`config.mk`:
```
export PLATFORM = sky130hd
export DESIGN_NAME = pipe_motion_ctrl
export DESIGN_NICKNAME = d
export VERILOG_FILES = /design/src/rtl/pipe_motion_ctrl_pkg.sv /design/src/rtl/pipe_motion_ctrl_pixel_tick_gen.sv /design/src/rtl/pipe_motion_ctrl.sv
export SDC_FILE = /design/constraint.sdc
export NUM_CORES = 1
export LEC_CHECK = 0
export CAP_MARGIN = 20
export CELL_PAD_IN_SITES_DETAIL_PLACEMENT = 1
export CELL_PAD_IN_SITES_GLOBAL_PLACEMENT = 1
export CORE_ASPECT_RATIO = 1.1
export CORE_MARGIN = 2
export CORE_UTILIZATION = 38
export DETAILED_ROUTE_END_ITERATION = 8
export PLACE_DENSITY_LB_ADDON = 0.1
export SKIP_LAST_GASP = 1
export SYNTH_ARGS = -nofsm -noshare
export SYNTH_HDL_FRONTEND = slang
export SYNTH_SLANG_ARGS = --single-unit
export TNS_END_PERCENT = 10
```
`constraint.sdc`:
```
create_clock -name i_Clk -period 2.55 [get_ports i_Clk]
set_input_delay 0.51 -clock i_Clk [delete_from_list [all_inputs] [get_ports i_Clk]]
set_output_delay 0.51 -clock i_Clk [all_outputs]
set_load 0.05 [all_outputs]
```
`src/rtl/pipe_motion_ctrl_pkg.sv`:
```
// Shared geometry constants, coordinate widths and the pipe FSM state type.
// Used by the spawn, motion, render and collision blocks.
package pipe_motion_ctrl_pkg;

  // Screen and pipe geometry (pixels)
  localparam int unsigned SCREEN_WIDTH  = 640;
  localparam int unsigned SCREEN_HEIGHT = 480;
  localparam int unsigned PIPE_WIDTH    = 60;
  localparam int unsigned GAP_HEIGHT    = 120;
  localparam int unsigned GAP_Y_MIN     = 40;
  localparam int unsigned BIRD_X        = 160;

  // Clocks per 1-pixel scroll step
  localparam int unsigned MOVE_SPEED    = 125000;

  // Coordinate widths
  localparam int unsigned X_W = 11;
  localparam int unsigned Y_W = 10;

  typedef enum logic [1:0] {
    s_Idle   = 2'd0,
    s_Moving = 2'd1,
    s_Frozen = 2'd2
  } pipe_state_e;

  // Left edge of a pipe given its exclusive right edge, clipped at x = 0
  function automatic logic [X_W-1:0] clip_left(input logic [X_W-1:0] x_right,
                                                input logic [X_W-1:0] width);
    return (x_right >= width) ? (x_right - width) : '0;
  endfunction

endpackage

```
`src/rtl/pipe_motion_ctrl_pixel_tick_gen.sv`:
```
// Free-running divide-by-PERIOD counter that emits a 1-cycle tick on the
// clock where the count wraps. Holds while disabled; clear forces zero.
module pixel_tick_gen #(
  parameter int unsigned PERIOD = 125000
) (
  input  logic i_Clk,
  input  logic i_Reset,
  input  logic i_Enable,
  input  logic i_Clear,
  output logic o_Tick
);

  localparam int unsigned   CW   = (PERIOD > 2) ? $clog2(PERIOD) : 1;
  localparam logic [CW-1:0] LAST = CW'(PERIOD - 1);

  logic [CW-1:0] cnt_q;
  logic [CW-1:0] cnt_d;

  // Tick is asserted during the last count of each period so the consumer
  // acts on the same edge that wraps the counter back to zero.
  assign o_Tick = i_Enable && !i_Clear && (cnt_q == LAST);

  // Next count: clear wins, otherwise wrap or increment while enabled
  always_comb begin
    cnt_d = cnt_q;
    if (i_Clear) begin
      cnt_d = '0;
    end else if (i_Enable) begin
      if (cnt_q == LAST) begin
        cnt_d = '0;
      end else begin
        cnt_d = cnt_q + CW'(1);
      end
    end
  end

  // Count register
  always_ff @(posedge i_Clk or posedge i_Reset) begin
    if (i_Reset) begin
      cnt_q <= '0;
    end else begin
      cnt_q <= cnt_d;
    end
  end

endmodule

```
`src/rtl/pipe_motion_ctrl.sv`:
```
// Motion controller for one pipe: spawns just off the right edge on a start
// pulse, latches a random gap, scrolls left one pixel per tick until fully
// off-screen, and pulses once when its right edge passes the bird.
module pipe_motion_ctrl
  import pipe_motion_ctrl_pkg::*;
#(
  parameter int unsigned SCREEN_WIDTH = pipe_motion_ctrl_pkg::SCREEN_WIDTH,
  parameter int unsigned PIPE_WIDTH   = pipe_motion_ctrl_pkg::PIPE_WIDTH,
  parameter int unsigned MOVE_SPEED   = pipe_motion_ctrl_pkg::MOVE_SPEED,
  parameter int unsigned GAP_Y_MIN    = pipe_motion_ctrl_pkg::GAP_Y_MIN,
  parameter int unsigned GAP_HEIGHT   = pipe_motion_ctrl_pkg::GAP_HEIGHT,
  parameter int unsigned BIRD_X       = pipe_motion_ctrl_pkg::BIRD_X
) (
  input  logic           i_Clk,
  input  logic           i_Reset,
  input  logic           i_Start,
  input  logic [7:0]     i_Rand,
  input  logic           i_Freeze,
  output logic           o_Active,
  output logic [X_W-1:0] o_X_Right,
  output logic [X_W-1:0] o_X_Left,
  output logic [Y_W-1:0] o_Gap_Top,
  output logic [Y_W-1:0] o_Gap_Bot,
  output logic           o_Score_Pulse
);

  localparam logic [X_W-1:0] X_START  = X_W'(SCREEN_WIDTH + PIPE_WIDTH);
  localparam logic [X_W-1:0] PIPE_W_X = X_W'(PIPE_WIDTH);
  localparam logic [X_W-1:0] BIRD_X_X = X_W'(BIRD_X);
  localparam logic [Y_W-1:0] GAP_MIN  = Y_W'(GAP_Y_MIN);
  localparam logic [Y_W-1:0] GAP_H    = Y_W'(GAP_HEIGHT);

  pipe_state_e    state_q,   state_d;
  logic           active_q,  active_d;
  logic [X_W-1:0] x_right_q, x_right_d;
  logic [Y_W-1:0] gap_top_q, gap_top_d;
  logic           score_q,   score_d;

  logic step_tick;
  logic tick_enable;
  logic tick_clear;

  // The step counter only runs while scrolling; idle keeps it at zero so
  // the first step lands a full MOVE_SPEED clocks after a spawn.
  assign tick_enable = (state_q == s_Moving) && !i_Freeze;
  assign tick_clear  = (state_q == s_Idle);

  pixel_tick_gen #(
    .PERIOD (MOVE_SPEED)
  ) u_tick (
    .i_Clk    (i_Clk),
    .i_Reset  (i_Reset),
    .i_Enable (tick_enable),
    .i_Clear  (tick_clear),
    .o_Tick   (step_tick)
  );

  // Next-state logic: spawn, scroll, end-of-travel, score and freeze
  always_comb begin
    state_d   = state_q;
    active_d  = active_q;
    x_right_d = x_right_q;
    gap_top_d = gap_top_q;
    score_d   = 1'b0;
    unique case (state_q)
      s_Idle: begin
        if (i_Start && !i_Freeze) begin
          state_d   = s_Moving;
          active_d  = 1'b1;
          x_right_d = X_START;
          gap_top_d = GAP_MIN + Y_W'(i_Rand);
        end
      end
      s_Moving: begin
        // Freeze takes priority and swallows any step due this cycle
        if (i_Freeze) begin
          state_d = s_Frozen;
        end else if (step_tick) begin
          x_right_d = x_right_q - X_W'(1);
          // Right edge moving from BIRD_X to BIRD_X-1 is the single crossing
          if (x_right_q == BIRD_X_X) begin
            score_d = 1'b1;
          end
          if (x_right_q == X_W'(1)) begin
            state_d  = s_Idle;
            active_d = 1'b0;
          end
        end
      end
      s_Frozen: begin
        // Game over: hold everything until reset
      end
      default: begin
        state_d  = s_Idle;
        active_d = 1'b0;
      end
    endcase
  end

  // State and registered outputs
  always_ff @(posedge i_Clk or posedge i_Reset) begin
    if (i_Reset) begin
      state_q   <= s_Idle;
      active_q  <= 1'b0;
      x_right_q <= '0;
      gap_top_q <= '0;
      score_q   <= 1'b0;
    end else begin
      state_q   <= state_d;
      active_q  <= active_d;
      x_right_q <= x_right_d;
      gap_top_q <= gap_top_d;
      score_q   <= score_d;
    end
  end

  assign o_Active      = active_q;
  assign o_X_Right     = x_right_q;
  assign o_X_Left      = clip_left(x_right_q, PIPE_W_X);
  assign o_Gap_Top     = gap_top_q;
  assign o_Gap_Bot     = gap_top_q + GAP_H;
  assign o_Score_Pulse = score_q;

endmodule

```
# Word-level counts from Yosys, hierarchy flattened
# Cells that the tools add are included.
dict set report word_totals {
  input_bits 12
  mem_bits_rw 0
  latchBits 0
  mem_bits_ro 0
  output_inout_bits 44
  memories 0
  regBits 42
  wordCells 59
}
dict set report classes {
  order_cmp 1
  n_eq_ne 11
  n_mux 22
  n_addsub 5
  shifts 0
  div 0
  reduce_logical 13
  n_bitwise 1
  multipliers 0
}
# operator count
set op_table {}
lappend op_table {{$mux W17} 3}
lappend op_table {{$mux W11} 4}
lappend op_table {{$pmux W11 S2} 1}
lappend op_table {{$add A17 B1 Y17 const B} 1}
lappend op_table {{$eq A17 B17 Y1 const B} 1}
lappend op_table {{$eq A11 B1 Y1 const B} 1}
lappend op_table {{$eq A11 B8 Y1 const B} 1}
lappend op_table {{$ge A11 B6 Y1 const B} 1}
lappend op_table {{$sub A11 B1 Y11 const B} 1}
lappend op_table {{$sub A11 B6 Y11 const B} 1}
lappend op_table {{$add A10 B7 Y10 const B} 1}
lappend op_table {{$add A6 B8 Y9 const A} 1}
lappend op_table {{$mux W1} 8}
lappend op_table {{$mux W2} 4}
lappend op_table {{$reduce_and A4 Y1} 2}
lappend op_table {{$ne A2 B2 Y1 const B} 3}
lappend op_table {{$pmux W2 S3} 1}
lappend op_table {{$reduce_and A5 Y1} 1}
lappend op_table {{$logic_and A1 B1 Y1} 4}
lappend op_table {{$reduce_bool A2 Y1} 2}
lappend op_table {{$ne A3 B2 Y1 const B} 1}
lappend op_table {{$ne A3 B3 Y1 const B} 1}
lappend op_table {{$pmux W1 S3} 1}
lappend op_table {{$eq A2 B1 Y1 const B} 1}
lappend op_table {{6 further kinds} 7}

# Logic depth before layout (Yosys ltp)
dict set report logic_depth {
  depth_word 7
  ltp_mapped 7
  depth_no_buf 6
}

# Hierarchy
# Synthesis repeated with hierarchy kept, for this count alone.
dict set report unflattened {
  hier_cells 292
  area_unflattened_um2 2558.7
}
# mod seq_area_each_um2 n_inst area_each_um2 cells_each
set modules_own_cells {}
lappend modules_own_cells {pipe_motion_ctrl 600.6 1 1554.0 178}
lappend modules_own_cells {pixel_tick_gen 425.4 1 1004.7 114}

# Least setup slack after synthesis
# Ideal clock, no wire load.
dict set report synth_path {
  path_kind {register to output}
  start {register x_right_q[4], in the netlist o_X_Right[4]}
  end {output o_X_Left[10]}
  stages_incl_launch_ff 6
  arrival_ps 2491
  path_buffers 1
  setup_slack_ps -451
  cell_sequence {dfrtp_1 -> clkbuf_1 -> nand3_1 -> nor2_1 -> nand3_1 -> o21ai_0}
}
dict set report synth_between {
  elab_chain_cells 2
  elab_cells_between_ends 3
  cone_classes {add/sub: 1; order compare: 1; mux: 1}
}
# item line
set synth_rtl {}
lappend synth_rtl {{from (decl)} pipe_motion_ctrl.sv:35} ;# logic [X_W-1:0] x_right_q, x_right_d;
lappend synth_rtl {{from (signal assigned)} pipe_motion_ctrl.sv:111} ;# x_right_q <= x_right_d;
lappend synth_rtl {{$sub A11 B6 Y11 / $ge A11 B6 Y1 (equally long branches)} pipe_motion_ctrl_pkg.sv:29} ;# return (x_right >= width) ? (x_right - width) : '0;
lappend synth_rtl {{$mux W11 *} pipe_motion_ctrl_pkg.sv:29}
lappend synth_rtl {{to (decl)} pipe_motion_ctrl.sv:21} ;# output logic [X_W-1:0] o_X_Left,
# Mark *: on every way between the ends. The rest lies on a longest branch, timed or not.

# Final worst setup path
dict set report layout_path {
  start {register x_right_q[6], in the netlist o_X_Right[6]}
  end {output o_X_Left[6]}
}
# The elaborated chain is that of the path after synthesis.

==> metrics <==
Post-synth EDFFs 0; crit-path max FO 6; Synth Instances 308; TNS Setup 0 ps; FP Rows 32; total wire length 8010 um; total gr overflow 0; DP Worst Slack 137 ps; H-tree level count 2; core footprint 6930 um^2; Worst setup endpoint o_X_Left[6]; Req. time, crit path 2040 ps; area added between synthesis and finish 31.3%; P_int 1.81 mW; YS warnings 0; crit end category output pin; Vias 2689; Final HPWL DP 5900 um; logic gate share of total power 63.1%; most frequent cells in the layout dfrtp_1 (41), clkdlybuf4s50_1 (40), buf_4 (38); filler instances ~800; Finished Core Util 51.0%; number of buffers created by CTS 5; average wire per standard cell approximately 17 um; Final Setup Violations 0; final hold slack 513 ps; Max Clock Skew 6.68 ps; DIE WIDTH 84.2 um; Finished Cell Area between 3000 and 4000 um^2; Post-Syn Nets between 300 and 400; Hold Vio Cnt, Final 0; Final Slew Violations 0; CTS hold repair buffers 0; CTS clock-pin slew for the worst setup and hold paths ~90 ps; status complete, no violations; largest net degree at the start of global routing 42; MaxCap Viol Count 0; multi-input logic area 1540 um^2; worst hold path type reg2reg; CP arrival 2040 ps; sequential fraction of the synthesis area 38.1%; Port Buffers 54; Pwr Density 1090 nW/um^2; async set-reset flop share out of synthesis 100%; first-pass GRT wire length about 14000 um; switching pwr 2.03 mW; clk_lat worst skew 300 ps; CTS tree done; Final WS setup around 1.4 ps; Synth Area per Inst 8.74 um^2; 1st-pass router iterations 4; Top Ports 56; Worst Max-Slew Pin Slew 546 ps; fin crit period 2550 ps; GPL Wtd Cong 0.864; register area 1030 um^2; die height 92.3 um; Synth Register Bits 41; most common cell after layout, fill and taps aside dfrtp_1; leakage power 1.52 nW; clock power share 12.3%; Synth cell types 56; n_diodes 0; fin crit share 99.9%; nets 396; RSZ-0062 raised after global routing true; worst IR drop on VDD 0.812 mV; Rel. slew slack 63.6%; Die Footprint 7770 um^2; Critical Path Start Type flop; Final ANT Viol Nets 0; clk root buf clkbuf_8; Reg2Reg Depth 6; Max clock buf depth 2; FMAX around 0.4 GHz; Synth Flop Type dfrtp_1; FF-to-FF End o_X_Right[6]; initial antenna violation count 0; Overall Power between 3 and 4 mW; DRC violations left 0; Total GRT Usage between 20% and 30%; CTS Sinks 41; DP Area 3420 um^2; post-placement cell count approximately 450; vias in the first global route between 2000 and 3000; WS Path Type reg2out; Reg power frac 24.5%; initial core utilization 38.9%; Finished Layout Cells 461; R2R Setup Slk 370 ps; Iter 0 DRT Violations between 90 and 100; Cell Area, Synth 2690 um^2; worst r2r src u_tick.cnt_q[0]; Net Sw Frac 52.8%; ratio of cells with drive above 1 in the final layout between 10% and 20%; drt via density 5.83; CP Launch Point o_X_Right[6]
cell families after synthesis:
logic type | synth area share [%]
muxes | 2.37
AOI/OAI and AO/OA | 16.2
buffers and inverters | 5.90
DFF | 38.1
other | 0.139
and+or+nand+nor | 29.5
adders and majority gates | 4.18
xor gates and xnor gates | 3.58
timing repair:
item / in CTS / in global routing
resized for setup: 2 / 0
pin swaps: 1 / 0
buffers inserted: 1 / 0
endpoints found under the setup margin: 8 / 10
gates cloned: 0 / 0
cells in the mapped netlist (3+ instances only):
cell | n | area (um^2)
a31oi_1 | 10 | 62.6
o311a_1 | 3 | 30.0
a22o_1 | 5 | 43.8
nand4_1 | 7 | 43.8
o211ai_1 | 3 | 22.5
nor2_1 | 26 | 97.6
o21ai_0 | 15 | 75.1
clkbuf_1 | 12 | 45.0
xnor2_1 | 4 | 35.0
o31ai_1 | 5 | 37.5
nor2b_1 | 4 | 25.0
nand3_1 | 19 | 95.1
nor4_1 | 10 | 62.6
ha_1 | 9 | 113
a31o_2 | 3 | 26.3
dfrtp_1 | 41 | 1030
or3_1 | 4 | 25.0
buf_4 | 4 | 30.0
nand2_1 | 28 | 105
and3_1 | 5 | 31.3
a21oi_1 | 7 | 35.0
nor3_1 | 8 | 40.0
or4_1 | 10 | 75.1
inv_1 | 17 | 63.8
xor2_1 | 7 | 61.3
nand2b_1 | 4 | 25.0
mux2i_1 | 3 | 30.0
layout make-up:
type	count	share of cell area (%)
clock inverter	2	0.389
tap	85	3.01
timing repair buffer	79	20.0
inverter	17	1.81
sequential	41	29.0
clock buffer	6	2.34
multi-input combinational	231	43.5
sequential cells by signal (all words and copies together), names as in the netlist:
name           cells
o_Score_Pulse      1
o_Gap_Top          9
u_tick.cnt_q      17
o_X_Right         11
state_q            2
o_Active           1
worst max-delay path, stage by stage (launching register included):
cell,delay (ps)
dfrtp_1,390
or4_4,580
a211oi_4,230
nor2b_4,280
nor2_1,70
buf_4,190
routing by layer:
metal | global-route usage (%) | routed length [um] | vias to the layer above
met4 | 6.18 | 65 | 0
met3 | 3.42 | 216 | 6
li1 | - | - | 1271
met5 | 0 | 0 | -
met1 | 25.7 | 3410 | 1370
met2 | 40.1 | 4310 | 42
how the worst min path moves through the flow:
| stage | startpoint | endpoint | cells past startpoint |
|---|---|---|---|
| 2_1_floorplan | u_tick.cnt_q[14] | u_tick.cnt_q[14] | 1 |
| 3_3_place_gp | o_Gap_Top[1] | o_Gap_Top[1] | 2 |
| 3_5_place_dp | o_Gap_Top[1] | o_Gap_Top[1] | 2 |
| 4_1_cts | o_Gap_Top[1] | o_Gap_Top[1] | 2 |
| 5_1_grt | o_Gap_Top[1] | o_Gap_Top[1] | 2 |
| 6_report | o_Gap_Top[1] | o_Gap_Top[1] | 2 |
power groups by stage:
stage	sequential [mW]	combinational, mW	clock, mW
2_1_floorplan	1.28	1.29	0
3_3_place_gp	0.951	2.37	0
3_5_place_dp	0.960	2.41	0
4_1_cts	0.940	2.44	0.484
5_1_grt	0.968	2.55	0.511
6_report	0.941	2.42	0.473
(Power assumes the default switching activity.)
